==> src/rtl/signature_streamer.sv <==
// Serial signature ROM sequencer: reloads the shifter, packs its
// MSB-first bit stream into bytes and hands them out over valid/ready.
module signature_streamer #(
  parameter int SIG_BITS = 320
) (
  input  logic       clk,
  input  logic       reset_n,
  input  logic       start,
  input  logic       abort,
  input  logic       sig_q,
  output logic       sig_ld,
  output logic       sig_en,
  output logic [7:0] tx_data,
  output logic       tx_valid,
  input  logic       tx_ready,
  output logic       busy,
  output logic       done
);

  localparam int NBYTES = SIG_BITS / 8;
  localparam int CW = (NBYTES > 1) ? $clog2(NBYTES) : 1;
  localparam logic [CW-1:0] LAST = CW'(NBYTES - 1);

  typedef enum logic [1:0] {
    IDLE,
    LOAD,
    SHIFT,
    SEND
  } state_e;

  state_e        state_q, state_d;
  logic [2:0]    bit_cnt_q;
  logic [CW-1:0] byte_cnt_q;
  logic [7:0]    shreg_q;
  logic [7:0]    tx_data_q;
  logic          sig_ld_q;
  logic          sig_en_q;
  logic          tx_valid_q;
  logic          busy_q;
  logic          done_q;

  logic hs;
  logic last_hs;

  // Handshake completes only when abort is not overriding it.
  assign hs      = (state_q == SEND) && tx_ready && !abort;
  assign last_hs = hs && (byte_cnt_q == LAST);

  // Next-state selection; abort wins over any progress.
  always_comb begin
    state_d = state_q;
    unique case (state_q)
      IDLE:  if (start && !abort) state_d = LOAD;
      LOAD:  state_d = abort ? IDLE : SHIFT;
      SHIFT: begin
        if (abort)                state_d = IDLE;
        else if (bit_cnt_q == 3'd7) state_d = SEND;
      end
      SEND: begin
        if (abort)        state_d = IDLE;
        else if (last_hs) state_d = IDLE;
        else if (hs)      state_d = SHIFT;
      end
      default: state_d = IDLE;
    endcase
  end

  // State, datapath and Moore outputs registered from the next state.
  always_ff @(posedge clk or negedge reset_n) begin
    if (!reset_n) begin
      state_q    <= IDLE;
      bit_cnt_q  <= '0;
      byte_cnt_q <= '0;
      shreg_q    <= '0;
      tx_data_q  <= '0;
      sig_ld_q   <= 1'b0;
      sig_en_q   <= 1'b0;
      tx_valid_q <= 1'b0;
      busy_q     <= 1'b0;
      done_q     <= 1'b0;
    end else begin
      state_q    <= state_d;
      sig_ld_q   <= (state_d == LOAD);
      sig_en_q   <= (state_d == SHIFT);
      tx_valid_q <= (state_d == SEND);
      busy_q     <= (state_d != IDLE);
      done_q     <= last_hs;
      unique case (state_q)
        IDLE: begin
          bit_cnt_q  <= '0;
          byte_cnt_q <= '0;
        end
        SHIFT: begin
          shreg_q   <= {shreg_q[6:0], sig_q};
          bit_cnt_q <= bit_cnt_q + 3'd1;
          if (bit_cnt_q == 3'd7)
            tx_data_q <= {shreg_q[6:0], sig_q};
        end
        SEND: begin
          if (hs && !last_hs)
            byte_cnt_q <= byte_cnt_q + CW'(1);
        end
        default: ;
      endcase
    end
  end

  assign sig_ld   = sig_ld_q;
  assign sig_en   = sig_en_q;
  assign tx_data  = tx_data_q;
  assign tx_valid = tx_valid_q;
  assign busy     = busy_q;
  assign done     = done_q;

endmodule

==> config.mk <==
export PLATFORM = sky130hd
export DESIGN_NAME = signature_streamer
export DESIGN_NICKNAME = d
export VERILOG_FILES = /design/src/rtl/signature_streamer.sv
export SDC_FILE = /design/constraint.sdc
export NUM_CORES = 1
export LEC_CHECK = 0
export BUFFER_PORTS_ARGS = -buffer_cell sky130_fd_sc_hd__buf_2
export CAP_MARGIN = 30
export CORE_MARGIN = 2
export CORE_UTILIZATION = 54
export CTS_BUF_LIST = sky130_fd_sc_hd__clkbuf_16
export DETAILED_ROUTE_END_ITERATION = 7
export PLACE_DENSITY = 0.76
export SYNTH_ARGS = -nofsm -noshare
export SYNTH_HDL_FRONTEND = slang
export SYNTH_SLANG_ARGS = --single-unit
==> constraint.sdc <==
create_clock -name clk -period 1.97 [get_ports clk]
set_input_delay 0.197 -clock clk [delete_from_list [all_inputs] [get_ports clk]]
set_output_delay 0.197 -clock clk [all_outputs]
set_load 0.005 [all_outputs]
==> key figures, run 1 <==
Outcome
  • Outcome: finished clean

Final layout
  • Fraction of layout cells with a size suffix above 1: around two fifths
  • Final-layout fill cell count: 176
  • Final Net Count: approximately 130
  • Total area of sequential cells: about 780 µm²
  • Multi-input gate area: 478 µm²
  • Count of antenna diodes in the layout: 0
  • Area added between synthesis and finish: 20.9%

STA
  • Max-slew headroom: 57.0%
  • Final Setup Violations: 0
  • Post-route minimum period: around 1.6 ns
  • Top achievable clock speed: between 600 and 700 MHz
  • Setup repair after global routing missed its margin: false
  • Final Skew: approximately 0.0044 ns
  • Slew at the pin closest to its max-slew limit: about 0.65 ns
  • Hold violation total from the final report: 0
  • Final Slew Violations: 0
  • Summed negative setup slack over all endpoints: 0 ns
  • Period Utilization, post-route: 79.3%

Die
  • Height of the chip: roughly 53 µm
  • Die Wd: 52.7 µm
  • Starting density of the core: between 50% and 60%
  • Core Area: between 2000 and 2500 µm²
  • Total Die Area: about 2800 µm²
  • I/O pins: 19
  • Number of rows in the core area: 17

Setup path
  • Critical path data required time: 2.12 ns
  • Type of the worst setup path: register to register
  • Critical Path Source Type: register
  • Endpoint arrival time on the critical path: about 1.7 ns
  • Setup crit end kind: register
  • CP Max Fanout: 8
  • Minimum setup slack among reg-to-reg paths: 0.41 ns

Synthesis
  • Post-synthesis sequential area ratio: 60.5%
  • Post-Synthesis Net Count: 101
  • Number of different library cells in the post-synthesis netlist: 28
  • Number of synthesized flops with an enable pin: 0
  • Synthesis Warnings: 0
  • Gate Count Post-Synth: between 90 and 100
  • Async SR Flop Fraction: 100%
  • Flop and latch count out of synthesis: 31
  • Summed instance area of the synthesized netlist: ~1300 µm²
  • Synth Flop Type: sky130_fd_sc_hd__dfrtp_1
  • Avg Synthesized Cell Area: 13.9 µm²

Global route
  • Largest net degree at the start of global routing: 32
  • Number of global-route vias before repair: around 780
  • Antenna violations before repair: 0
  • Total congestion overflow: 0
  • Global-route wire length before repair: 3.36 mm
  • All-Layer GR Usage: 17.7%

Detailed routing
  • Total via count after detailed routing: 809
  • Antenna-violating nets left: 0
  • Total routed wirelength: slightly below 2 mm
  • Initial DRT Pass Iterations: 4
  • Post-detailed-route via-to-cell ratio: roughly 5.5
  • Total DRC errors in the routed layout: 0
  • Wire length per cell: 13.4 µm
  • DRC marker count from the first detailed-route iteration: 16

Clock tree
  • CTS clk-pin slew, worst paths: 0.04 ns
  • TritonCTS buffer count: 5
  • Clk root buf: sky130_fd_sc_hd__clkbuf_16
  • Maximum level of the CTS H-tree: 2
  • Worst-Skew Late Latency: 0.27 ns
  • # clock sinks: 31
  • CTS tree: built
  • Maximum root-to-sink buffer count: 2

Power
  • Share of total power consumed by net switching: 21.2%
  • Total power after layout: about 1.6 mW
  • Net switching power: roughly 0.34 mW
  • Pwr dens: a little over 1000 nW/µm²
  • Internal power consumption: 1.25 mW
  • P_leak: 0.827 nW
  • Clock Power Share: approximately 43%
  • Gate power share: under 10%
  • Sequential share of power: between 40% and 50%
  • VDD IR max: ~0.82 mV

Place
  • DP Wirelength: roughly 1.4 mm
  • Routability congestion estimate: 0.696
  • Buffers added on ports: 18

Worst hold path
  • Tightest Hold Check Type: input pin to register

Job
  • Max Cap Viol: 0
## power groups by stage
stage               sequential, mW  combinational (mW)  clock [mW]
finish                       0.774               0.131       0.682
global placement             0.779               0.126           0
detailed placement           0.784               0.134           0
CTS                          0.775               0.135       0.708
floorplan                    0.764              0.0965           0
global route                 0.783               0.148       0.738
## state kept, by name (all words and copies together), names as in the netlist, 2 cells and up
| signal | flops |
|---|---|
| state_q | 2 |
| tx_data | 8 |
| byte_cnt_q | 6 |
| shreg_q | 7 |
| bit_cnt_q | 3 |
## cell type report
class,count,area share [%]
Inverter,4,0.969
Clock buffer,5,8.08
Timing Repair Buffer,20,6.95
Sequential cell,31,50.1
Tap cell,28,2.26
Multi-Input combinational cell,55,30.9
Clock inverter,3,0.808
## stage by stage
stage | utilization (%) | area (µm²) | setup slack [ns] | std cells | hold WS (ns)
after floorplan | - | 1280 | 0.557 | 92 | -0.0986
after global placement | 62.7 | 1400 | 0.449 | 137 | 0.260
after detailed placement | 62.7 | 1400 | 0.396 | 137 | 0.267
after CTS | 69.4 | 1550 | 0.389 | 146 | 0.175
after global routing | 69.4 | 1550 | 0.315 | 146 | 0.187
final | 69.4 | 1550 | 0.408 | 146 | 0.181
## synth_stat cells, types with 2 or more instances
master	number	area, µm²
sky130_fd_sc_hd__inv_1	4	15.0
sky130_fd_sc_hd__mux2_2	16	180
sky130_fd_sc_hd__a22o_1	2	17.5
sky130_fd_sc_hd__dfrtp_1	31	776
sky130_fd_sc_hd__nor2_1	3	11.3
sky130_fd_sc_hd__nor2b_1	3	18.8
sky130_fd_sc_hd__xor2_1	2	17.5
sky130_fd_sc_hd__ha_1	3	37.5
sky130_fd_sc_hd__o21ai_0	4	20.0
sky130_fd_sc_hd__nand4_1	2	12.5
sky130_fd_sc_hd__and3_1	2	12.5
sky130_fd_sc_hd__nand2_1	4	15.0
## cells by family after synthesis
family          share of synthesized area (%)
fa+ha+maj                                2.93
flops                                    60.5
simple gates                             10.1
compound gates                           8.11
buf+inv                                  2.15
xor+xnor                                 1.37
mux                                      14.8
## metal layers
layer	part of all wire [%]	global-route usage [%]	vias to the layer above
li1	-	-	382
met1	41	19.9	397
met2	50	29.0	25
met3	6.4	7.71	5
met4	1.9	7.69	0
met5	0	0	-
## final timing paths
| path | start | to | depth (start not counted) |
|---|---|---|---|
| setup / recovery | bit_cnt_q[0] | tx_data[0] | 4 |
| hold / removal | sig_q | tx_data[0] | 2 |
| setup reg to reg | bit_cnt_q[0] | tx_data[0] | 4 |
| hold reg to reg | tx_data[4] | tx_data[4] | 1 |
| max in group asynchronous | reset_n | shreg_q[6] | 2 |
| min in group asynchronous | reset_n | byte_cnt_q[5] | 2 |
## worst max-delay path, stage by stage, from the launching register on
cell and delay [ns]:
sky130_fd_sc_hd__dfrtp_1 0.38, sky130_fd_sc_hd__ha_1 0.20, sky130_fd_sc_hd__ha_1 0.19, sky130_fd_sc_hd__nand2_1 0.29, sky130_fd_sc_hd__mux2_2 0.38
## cell usage in the layout (no fill, tap or decap), types with 3 or more instances in the layout
cell type | Yosys | routed
sky130_fd_sc_hd__o21ai_0 | 4 | 4
sky130_fd_sc_hd__clkbuf_16 | 0 | 5
sky130_fd_sc_hd__mux2_2 | 16 | 16
sky130_fd_sc_hd__nor2_1 | 3 | 3
sky130_fd_sc_hd__inv_1 | 4 | 6
sky130_fd_sc_hd__ha_1 | 3 | 3
sky130_fd_sc_hd__buf_2 | 1 | 18
sky130_fd_sc_hd__nand2_1 | 4 | 4
sky130_fd_sc_hd__nor2b_1 | 3 | 3
sky130_fd_sc_hd__dfrtp_1 | 31 | 31
## repair_timing
item                      in CTS  in global routing
setup buffers                  0                  0
hold buffers                   1                  0
hold endpoints to repair      31                  0
gates resized for setup        0                  0
Power figures use the tool's default switching activity.
==> run 2, diff against run 1 <==
clock period = 1.5 ns   (was 1.97 ns; I/O delays follow)
==> key figures, run 2 (synthesis results as in run 1) <==
Die
  • Starting density of the core: 57.4% (unchanged)
  • Total Die Area: 2780 µm² (unchanged)
  • I/O pins: 19 (unchanged)
  • Number of rows in the core area: 17 (unchanged)
  • Die Wd: 52.7 µm (unchanged)
  • Core Area: 2230 µm² (unchanged)
  • Height of the chip: 52.7 µm (unchanged)

Detailed routing
  • Total via count after detailed routing: 823 (+1.7%)
  • Total routed wirelength: 2.17 mm (+11%)
  • Wire length per cell: 14.2 µm (+5.9%)
  • Antenna-violating nets left: 0 (unchanged)
  • Total DRC errors in the routed layout: 0 (unchanged)
  • Detailed-route wire length on metal 1: 922 µm (+14%)
  • Highest routed layer: met4
  • Routed wl met2: 1.12 mm (+14%)
  • Met3 WL post-DR: 111 µm (-11%)
  • Initial DRT Pass Iterations: 4 (unchanged)
  • Post-detailed-route via-to-cell ratio: 5.38 (-2.9%)
  • DRC marker count from the first detailed-route iteration: 5 (-11)

Outcome
  • Outcome: finished clean

Power
  • Net switching power: 0.462 mW (+37%)
  • Clock Power Share: 43.0% (about the same)
  • Gate power share: 9.1% (+0.9 points)
  • Sequential share of power: 47.9% (-0.9 points)
  • Internal power consumption: 1.65 mW (+32%)
  • Share of total power consumed by net switching: 21.8% (+0.62 points)
  • VDD IR max: 1.26 mV (+54%)
  • P_leak: 0.857 nW (+3.7%)
  • Total power after layout: 2.11 mW (+33%)
  • Pwr dens: 1320 nW/µm² (+28%)

Clock tree
  • CTS tree: built
  • CTS clk-pin slew, worst paths: 0.05 ns (about the same)
  • Maximum level of the CTS H-tree: 2 (unchanged)
  • Worst-Skew Late Latency: 0.27 ns (about the same)
  • Maximum root-to-sink buffer count: 2 (unchanged)
  • Post-CTS repair timing setup buffer count: 0 (unchanged)
  • Clk root buf: sky130_fd_sc_hd__clkbuf_16
  • TritonCTS buffer count: 5 (unchanged)
  • # clock sinks: 31 (unchanged)

STA
  • Period Utilization, post-route: 97.1% (+18 points)
  • Post-route minimum period: 1.46 ns (-0.107 ns)
  • Setup slack after layout: 0.0442 ns (-0.363 ns)
  • Final Setup Violations: 0 (unchanged)
  • Top achievable clock speed: 687 MHz (+7.3%)
  • Hold violation total from the final report: 0 (unchanged)
  • Final Slew Violations: 0 (unchanged)
  • Max-slew headroom: 55.6% (-1.4 points)
  • Summed negative setup slack over all endpoints: 0 ns (unchanged)
  • Final Skew: 0.00507 ns (+0.000691 ns)
  • Slew at the pin closest to its max-slew limit: 0.666 ns (+0.0211 ns)
  • Setup repair after global routing missed its margin: false

Setup path
  • Type of the worst setup path: register to register
  • Critical Path Source Type: register
  • CP Max Fanout: 4 (-4)
  • Endpoint arrival time on the critical path: 1.61 ns (-0.10 ns)
  • Setup crit end kind: register
  • Critical path data required time: 1.65 ns (-0.47 ns)

Global route
  • Total congestion overflow: 0 (unchanged)
  • Number of global-route vias before repair: 863 (+11%)
  • All-Layer GR Usage: 19.2% (+1.5 points)
  • Global-route wire length before repair: 3.74 mm (+11%)
  • Antenna violations before repair: 0 (unchanged)
  • Largest net degree at the start of global routing: 32 (unchanged)

Final layout
  • Largest register FFs: 8 (unchanged)
  • Share of the core filled with cells: 71.9% (+2.6 points)
  • Count of antenna diodes in the layout: 0 (unchanged)
  • Most frequent standard cell in the layout excluding fill and tap cells: sky130_fd_sc_hd__dfrtp_1
  • Final-layout fill cell count: 173 (-1.7%)
  • Fraction of layout cells with a size suffix above 1: 43.2% (+3.4 points)
  • Commonest cells after routing, fill and taps aside: sky130_fd_sc_hd__dfrtp_1, sky130_fd_sc_hd__buf_2, sky130_fd_sc_hd__mux2_2
  • Area added between synthesis and finish: 25.4%
  • Final Net Count: 133 (+5.6%)

Place
  • Routability congestion estimate: 0.697 (about the same)
  • Buffers added on ports: 18 (unchanged)
  • DP Wirelength: 1.48 mm (+5.7%)
  • Pre-CTS setup slack: 0.0566 ns (-0.339 ns)

Worst hold path
  • Tightest Hold Check Type: input pin to register

Job
  • Max Cap Viol: 0 (unchanged)
## run 2: routing by layer
layer  vias to the layer above  track usage [%]
li1                        391                -
met1                       412             21.1
met2                        18             32.7
met3                         2             6.00
met4                         0             10.3
met5                         -                0
## run 2: final timing paths
path | from | to | slack [ns] | depth (start not counted)
min in group asynchronous | reset_n | done | 0.46 | 2
max in group asynchronous | reset_n | state_q[0] | 0.61 | 2
max reg2reg | bit_cnt_q[0] | tx_data[2] | 0.04 | 5
max | bit_cnt_q[0] | tx_data[2] | 0.04 | 5
min reg2reg | tx_data[6] | tx_data[6] | 0.50 | 1
min | sig_q | shreg_q[0] | 0.13 | 2
## run 2: timing repair
item / CTS / global route
endpoints found under the setup margin: 0 / 9
hold endpoints to repair: 31 / 0
gates resized for setup: 0 / 3
hold buffers: 1 / 0
## run 2: cell type report
type | count | area [µm²] | share of cell area (%)
well taps | 28 | 35.0 | 2.18
repair buffers | 27 | 164 | 10.2
flip-flops and latches | 31 | 776 | 48.3
clock inverters | 3 | 11.3 | 0.701
clock buffers | 5 | 125 | 7.79
inverters | 4 | 15.0 | 0.935
multi-input cells | 55 | 480 | 29.9
## run 2: critical path: stages (launching register included)
cell	delay (ns)
sky130_fd_sc_hd__dfrtp_1	0.38
sky130_fd_sc_hd__ha_1	0.21
sky130_fd_sc_hd__ha_1	0.20
sky130_fd_sc_hd__nand2_2	0.08
sky130_fd_sc_hd__buf_4	0.13
sky130_fd_sc_hd__mux2_2	0.33
## run 2: stage by stage
step / instance area, µm² / instances / hold slack (ns)
2_1_floorplan: 1280 / 92 / -0.146
6_report: 1610 / 153 / 0.132
3_3_place_gp: 1450 / 144 / 0.210
5_1_grt: 1610 / 153 / 0.135
3_5_place_dp: 1450 / 144 / 0.222
4_1_cts: 1600 / 153 / 0.126
## run 2: power groups by stage
stage	Combinational (mW)	Clock [mW]	Sequential [mW]
after global routing	0.213	0.968	1.03
after floorplan	0.127	0	1.00
after global placement	0.186	0	1.02
final	0.192	0.909	1.01
after CTS	0.196	0.933	1.01
after detailed placement	0.192	0	1.02
